`config.mk`:
```
export PLATFORM = sky130hd
export DESIGN_NAME = pipe_control
export DESIGN_NICKNAME = d
export VERILOG_FILES = /design/src/rtl/pipe_control.sv
export SDC_FILE = /design/constraint.sdc
export NUM_CORES = 1
export LEC_CHECK = 0
export BUFFER_PORTS_ARGS = -buffer_cell sky130_fd_sc_hd__buf_2
export CORE_UTILIZATION = 25
export CTS_CLUSTER_DIAMETER = 60
export CTS_CLUSTER_SIZE = 30
export DETAILED_ROUTE_END_ITERATION = 10
export PLACE_DENSITY = 0.45
export SETUP_SLACK_MARGIN = 0.5
export SYNTH_ARGS = -nofsm -noshare
export SYNTH_HDL_FRONTEND = slang
export SYNTH_SLANG_ARGS = --single-unit
```
`constraint.sdc`:
```
create_clock -name i_clk -period 2.1 [get_ports i_clk]
set_clock_uncertainty 0.1 [all_clocks]
set_input_delay 0.42 -clock i_clk [delete_from_list [all_inputs] [get_ports i_clk]]
set_output_delay 0.42 -clock i_clk [all_outputs]
set_load 0.02 [all_outputs]
```
`src/rtl/pipe_control.sv`:
```
// rtl/pipe_control.sv - pipelined main control with load-use stall and branch flush
module pipe_control #(
    parameter int REG_AW = 5,
    parameter int CNT_W  = 16,
    parameter bit EN_BNE = 1'b1
) (
    input  logic              i_clk,
    input  logic              i_rst_n,
    input  logic              i_pcu_valid,
    input  logic [5:0]        i_pcu_opcode,
    input  logic [REG_AW-1:0] i_pcu_rs,
    input  logic [REG_AW-1:0] i_pcu_rt,
    input  logic              i_pcu_branch_taken,
    output logic              o_pcu_stall,
    output logic              o_pcu_flush,
    output logic              o_pcu_ex_valid,
    output logic              o_pcu_ex_regdst,
    output logic              o_pcu_ex_alusrc,
    output logic [1:0]        o_pcu_ex_aluop,
    output logic [REG_AW-1:0] o_pcu_ex_rt,
    output logic              o_pcu_mem_valid,
    output logic              o_pcu_mem_branch,
    output logic              o_pcu_mem_memread,
    output logic              o_pcu_mem_memwrite,
    output logic              o_pcu_wb_valid,
    output logic              o_pcu_wb_memtoreg,
    output logic              o_pcu_wb_regwrite,
    output logic              o_pcu_illegal,
    output logic [CNT_W-1:0]  o_pcu_stall_cnt
);

    logic       d_regdst, d_regwrite, d_alusrc, d_branch;
    logic       d_memread, d_memwrite, d_memtoreg, d_illegal;
    logic [1:0] d_aluop;

    always_comb begin
        d_regdst   = 1'b0;
        d_regwrite = 1'b0;
        d_alusrc   = 1'b0;
        d_branch   = 1'b0;
        d_memread  = 1'b0;
        d_memwrite = 1'b0;
        d_memtoreg = 1'b0;
        d_aluop    = 2'b00;
        d_illegal  = 1'b0;
        casez (i_pcu_opcode)
            6'b001000, 6'b001001: begin
                d_regwrite = 1'b1;
                d_alusrc   = 1'b1;
            end
            6'b000000, 6'b011???: begin
                d_regdst   = 1'b1;
                d_regwrite = 1'b1;
                d_aluop    = 2'b10;
            end
            6'b0011??: begin
                d_regwrite = 1'b1;
                d_alusrc   = 1'b1;
                d_aluop    = 2'b10;
            end
            6'b100???: begin
                d_regwrite = 1'b1;
                d_alusrc   = 1'b1;
                d_memread  = 1'b1;
                d_memtoreg = 1'b1;
            end
            6'b101???: begin
                d_alusrc   = 1'b1;
                d_memwrite = 1'b1;
            end
            6'b000100: begin
                d_branch = 1'b1;
                d_aluop  = 2'b01;
            end
            6'b000101: begin
                if (EN_BNE) begin
                    d_branch = 1'b1;
                    d_aluop  = 2'b11;
                end else begin
                    d_illegal = 1'b1;
                end
            end
            default: d_illegal = 1'b1;
        endcase
    end

    logic              ex_valid, ex_regdst, ex_alusrc, ex_branch, ex_memread;
    logic              ex_memwrite, ex_memtoreg, ex_regwrite, ex_illegal;
    logic [1:0]        ex_aluop;
    logic [REG_AW-1:0] ex_rt;
    logic              mem_valid, mem_branch, mem_memread, mem_memwrite;
    logic              mem_memtoreg, mem_regwrite;
    logic              wb_valid, wb_memtoreg, wb_regwrite;
    logic [CNT_W-1:0]  stall_cnt;
    logic              load_use, flush, stall, id_load;

    // Writes to r0 are discarded, so a load targeting r0 creates no dependency.
    assign load_use = ex_valid & ex_memread & i_pcu_valid & (ex_rt != '0) &
                      ((ex_rt == i_pcu_rs) | (ex_rt == i_pcu_rt));
    assign flush    = mem_valid & mem_branch & i_pcu_branch_taken;
    assign stall    = load_use & ~flush;
    assign id_load  = i_pcu_valid & ~stall & ~flush;

    always_ff @(posedge i_clk or negedge i_rst_n) begin
        if (!i_rst_n) begin
            ex_valid    <= 1'b0;
            ex_regdst   <= 1'b0;
            ex_alusrc   <= 1'b0;
            ex_branch   <= 1'b0;
            ex_memread  <= 1'b0;
            ex_memwrite <= 1'b0;
            ex_memtoreg <= 1'b0;
            ex_regwrite <= 1'b0;
            ex_illegal  <= 1'b0;
            ex_aluop    <= 2'b00;
            ex_rt       <= '0;
        end else begin
            ex_valid    <= id_load;
            ex_regdst   <= id_load & d_regdst;
            ex_alusrc   <= id_load & d_alusrc;
            ex_branch   <= id_load & d_branch;
            ex_memread  <= id_load & d_memread;
            ex_memwrite <= id_load & d_memwrite;
            ex_memtoreg <= id_load & d_memtoreg;
            ex_regwrite <= id_load & d_regwrite;
            ex_illegal  <= id_load & d_illegal;
            ex_aluop    <= id_load ? d_aluop : 2'b00;
            ex_rt       <= id_load ? i_pcu_rt : '0;
        end
    end

    always_ff @(posedge i_clk or negedge i_rst_n) begin
        if (!i_rst_n) begin
            mem_valid    <= 1'b0;
            mem_branch   <= 1'b0;
            mem_memread  <= 1'b0;
            mem_memwrite <= 1'b0;
            mem_memtoreg <= 1'b0;
            mem_regwrite <= 1'b0;
            wb_valid     <= 1'b0;
            wb_memtoreg  <= 1'b0;
            wb_regwrite  <= 1'b0;
        end else begin
            mem_valid    <= ex_valid & ~flush;
            mem_branch   <= ex_branch & ~flush;
            mem_memread  <= ex_memread & ~flush;
            mem_memwrite <= ex_memwrite & ~flush;
            mem_memtoreg <= ex_memtoreg & ~flush;
            mem_regwrite <= ex_regwrite & ~flush;
            wb_valid     <= mem_valid;
            wb_memtoreg  <= mem_memtoreg;
            wb_regwrite  <= mem_regwrite;
        end
    end

    always_ff @(posedge i_clk or negedge i_rst_n) begin
        if (!i_rst_n) begin
            stall_cnt <= '0;
        end else if (stall && (stall_cnt != '1)) begin
            stall_cnt <= stall_cnt + CNT_W'(1);
        end
    end

    assign o_pcu_stall        = stall;
    assign o_pcu_flush        = flush;
    assign o_pcu_ex_valid     = ex_valid;
    assign o_pcu_ex_regdst    = ex_valid & ex_regdst;
    assign o_pcu_ex_alusrc    = ex_valid & ex_alusrc;
    assign o_pcu_ex_aluop     = ex_valid ? ex_aluop : 2'b00;
    assign o_pcu_ex_rt        = ex_valid ? ex_rt : '0;
    assign o_pcu_mem_valid    = mem_valid;
    assign o_pcu_mem_branch   = mem_valid & mem_branch;
    assign o_pcu_mem_memread  = mem_valid & mem_memread;
    assign o_pcu_mem_memwrite = mem_valid & mem_memwrite;
    assign o_pcu_wb_valid     = wb_valid;
    assign o_pcu_wb_memtoreg  = wb_valid & wb_memtoreg;
    assign o_pcu_wb_regwrite  = wb_valid & wb_regwrite;
    assign o_pcu_illegal      = ex_valid & ex_illegal;
    assign o_pcu_stall_cnt    = stall_cnt;

endmodule

```
* Word-level counts from Yosys, hierarchy flattened
Index checks and enable logic that the tools add are counted.
** Cells by class
- Bitwise logic cells :: 31
- Add/subtract/negate cells :: 1
- Reduce and logical (&&, ||, !) cells :: 9
- Muxes and demuxes :: 12
- Eq/ne operators :: 11
** Operators by type and width (count)
- $and A1 B1 Y1 :: 28
- $add A16 B1 Y16 const B :: 1
- $ne A16 B16 Y1 const B :: 1
- $eq A6 B3 Y1 const B :: 2
- $eq A6 B4 Y1 const B :: 2
- $eq A5 B5 Y1 :: 2
- $mux W5 :: 2
- $reduce_or A9 Y1 :: 1
- $mux W1 :: 7
- $eq A3 B3 Y1 const B :: 2
- $logic_not A6 Y1 :: 1
- $pmux W2 S3 :: 1
- $reduce_or A6 Y1 :: 1
- $reduce_bool A5 Y1 :: 1
- $reduce_or A5 Y1 :: 1
- $eq A4 B2 Y1 const B :: 1
- $mux W2 :: 2
- $reduce_or A2 Y1 :: 2
- $eq A3 B2 Y1 const B :: 1
- $reduce_or A3 Y1 :: 1
- $not A1 Y1 :: 2
- $logic_and A1 B1 Y1 :: 1
- $or A1 B1 Y1 :: 1
** Word-level totals
- Flip-flop bits (word level) :: 39
- Output and inout bits :: 36
- Logic and storage cells :: 83
- Bits of input ports :: 20

* Depth between registers and ports, before layout
- Depth after elaboration :: 9
- Depth in mapped cells :: 6
- Mapped depth without buffers :: 6

* Least setup slack after synthesis
No wires, ideal clock.
- Kind :: register to output
- Start point :: register ex_rt[4]
- End point :: output o_pcu_stall
- Setup slack :: 0.201 ns
- Path buffers :: 1
- Arrival :: 1.379 ns
- Required time :: 1.580 ns
- Stages on the path, launching flop included :: 6
- Path through :: dfrtp_1 -> xnor2_1 -> nand3_1 -> o22ai_4 -> buf_4 -> and2_1
** Between the ends
- Cells in the longest elaborated chain, start to end :: 4
- Elaborated cells between the ends (all ways) :: 7
- Those cells by class :: eq/ne: 2; bitwise: 4; reduce/logical: 1
** RTL lines
- from (decl) :: line 90 : logic [REG_AW-1:0] ex_rt;
- from (signal assigned) :: line 128 : ex_rt <= id_load ? i_pcu_rt : '0;
- $eq A5 B5 Y1 / $reduce_bool A5 Y1 (equally long branches) :: line 99, 98
- $or A1 B1 Y1 / $and A1 B1 Y1 (equally long branches) :: line 99, 98
- $and A1 B1 Y1 (*) :: line 98 : assign load_use = ex_valid & ex_memread & i_pcu_valid & (ex_rt != '0) &
- $and A1 B1 Y1 (*) :: line 101 : assign stall = load_use & ~flush;
- to (decl) :: line 14 : output logic o_pcu_stall,
Mark *: on every way between the ends. The rest lies on a longest branch, timed or not.

* Worst setup path after layout
Same ends and word-level chain as after synthesis.

==> flow_summary.json <==
{
  "grt_pass1_wl_microns": 7950,
  "gp_congestion": 0.768,
  "cts_root_buf": "clkbuf_8",
  "dp_hpwl_microns": 3260,
  "final-seq-area_sq_um": 958,
  "required_ns": 1.58,
  "row_count": 31,
  "timing.final.crit_period_ns": 2.01,
  "final_common_cell": "buf_2",
  "yosys.area.top_type": "dfrtp_1",
  "num_vias": 1623,
  "worst_slew_pin_slew_ns": 0.391,
  "finalCritPeriodShare_pct": 95.5,
  "dieWidth_microns": 90.2,
  "synth_seq_cells": 38,
  "synth_area_sq_mm": 0.00194,
  "synth_cell_type_count": 38,
  "design.die.area_sq_mm": 0.00813,
  "outcome": "completed",
  "setup_viol": 0,
  "first_global_vias": 1562,
  "portBuffers": 55,
  "vdd_ir_drop_max_mv": 0.203,
  "seq_area_frac_synth_pct": 48.9,
  "synthCells": 185,
  "grt_max_degree": 24,
  "htree_levels": 2,
  "drt_pass1_iterations": 4,
  "max_cap_viol_count": 0,
  "mappedNetlistNets": 206,
  "synth_top_area_share_pct": 48.9,
  "first_iter_violations": 28,
  "min_path_type": "flop to flop",
  "n_fill_cell": 747,
  "post-route-util_pct": 38.8,
  "hold_violations": 0,
  "ant_nets": 0,
  "whs_ns": 0.261,
  "path_clk_slew_ns": 0.07,
  "cts.sinks": 38,
  "p_per_area_mw_per_mm2": 533,
  "initial_core_util_pct": 26.4,
  "route.detailed.drc": 0,
  "start_kind": "flop",
  "place_ws_ns": 0.210,
  "dpl_cell_area_sq_mm": 0.00236,
  "max_slew_margin_pct": 73.9,
  "drt-total-wl_microns": 4760,
  "syn_avg_cell_area_sq_um": 10.5,
  "end_kind": "output pin",
  "fp.dieH_microns": 90.2,
  "insertion_delay_ns": 0.28,
  "ys_top_cells_by_area": "dfrtp_1, xnor2_1, and2_1",
  "cts_buffers": 5,
  "cts_tree": "yes",
  "wl_per_cell_microns": 13.2,
  "largest_reg_flops": 16,
  "multiInputGateArea_sq_mm": 0.00109,
  "fin_ws_ns": 0.0945,
  "area_growth_pct": 47.1,
  "fin_nets": 283,
  "diodes": 0,
  "stdcell_area_sq_mm": 0.00286,
  "coreArea_sq_mm": 0.00737,
  "final_cell_mix": "buf_2, dfrtp_1, buf_6",
  "grt_overflow": 0,
  "clock.fmax_mhz": 499,
  "drive_above_1_share_pct": 49.8,
  "rsz0062_at_grt": "true",
  "drv_slew": 0,
  "critical_path_class": "flop to output pin",
  "crit_fanout": 4,
  "grt_use_total_pct": 12.3,
  "cp.arrival_ns": 1.49,
  "grt_antenna_before_repair": 0,
  "p_leak_uw": 0.00137,
  "yosys_warnings": 0,
  "io_pins": 56,
  "viasPerCell": 4.48,
  "clockBufferDepth": 2
}
## power breakdown
group	internal (uW)	switching [uW]	total, uW
combinational	115	116	231
clock	264	260	524
sequential	752	16.7	769
## final cells by class
cell class	instances	share of cell area, %
multi-input combinational	138	38.3
timing repair buffer	75	20.0
clock inverter	2	0.437
sequential	38	33.5
inverter	4	0.525
clock buffer	6	2.89
tap	99	4.33
## worst paths after layout
check / start / to / slack [ns] / cells past startpoint
worst max-delay path: ex_rt[4]$_DFF_PN0_ / o_pcu_stall / 0.09 / 5
worst min-delay path: mem_regwrite$_DFF_PN0_ / wb_regwrite$_DFF_PN0_ / 0.26 / 0
worst max register to register: ex_rt[4]$_DFF_PN0_ / ex_rt[4]$_DFF_PN0_ / 0.23 / 8
worst min register to register: mem_regwrite$_DFF_PN0_ / wb_regwrite$_DFF_PN0_ / 0.26 / 0
max in group asynchronous: i_rst_n / ex_rt[2]$_DFF_PN0_ / 0.94 / 3
min in group asynchronous: i_rst_n / o_pcu_wb_valid$_DFF_PN0_ / 0.49 / 2
## layer usage
| metal | up-vias | track usage [%] | wire [microns] |
|---|---|---|---|
| met5 | - | 0 | 0 |
| met4 | 0 | 4.03 | 51 |
| met3 | 4 | 3.55 | 321 |
| met2 | 55 | 18.5 | 2270 |
| met1 | 774 | 16.9 | 2130 |
| li1 | 790 | - | - |
## synth_stat cells
cell	count
a211o_4	1
a211oi_2	1
a21o_2	1
a21oi_1	5
a21oi_4	1
a22oi_1	2
and2_1	22
and2b_1	5
and3_1	5
and3_4	1
buf_4	1
buf_6	1
clkbuf_1	3
dfrtp_1	38
ha_1	1
inv_1	3
inv_2	1
mux2_2	1
mux2_4	1
mux2i_1	1
nand2_1	7
nand2_4	1
nand2b_1	4
nand3_1	12
nand4_1	9
nand4_2	1
nor2_1	16
nor3_1	9
nor3_2	1
nor3b_1	1
nor4_1	1
nor4_4	1
o211a_1	1
o21ai_0	1
o22ai_4	1
o31a_1	1
xnor2_1	22
xor2_1	1
## metrics by stage
step                std cells  power (uW)  setup TNS, ns
floorplan                 185         872              0
global placement          338         949              0
detailed placement        338         950              0
CTS                       358        1510              0
global route              362        1600       -0.00464
finish                    362        1520              0
## repair_timing
| action | 4_1_cts | 5_1_grt |
|---|---|---|
| pin swaps | 7 | 11 |
| resized for setup | 15 | 59 |
| hold buffers | 1 | 0 |
| setup endpoints to repair | 39 | 45 |
| gates cloned | 0 | 1 |
| buffers inserted | 11 | 3 |
| endpoints found under the hold margin | 15 | 0 |
## worst max-delay path, cell delays in order, from the launching register on
cell and delay (ns):
dfrtp_2 0.46, xnor2_2 0.19, nand3_2 0.11, o22ai_4 0.16, and2_4 0.18, buf_6 0.11
## logic make-up after synthesis
group	synth area share [%]
xor+xnor	10.4
compound gates	7.14
buf+inv	2.32
flops	48.9
mux	1.87
simple gates	28.8
fa+ha+maj	0.643
Note: power is estimated with default switching activity, not from simulation.
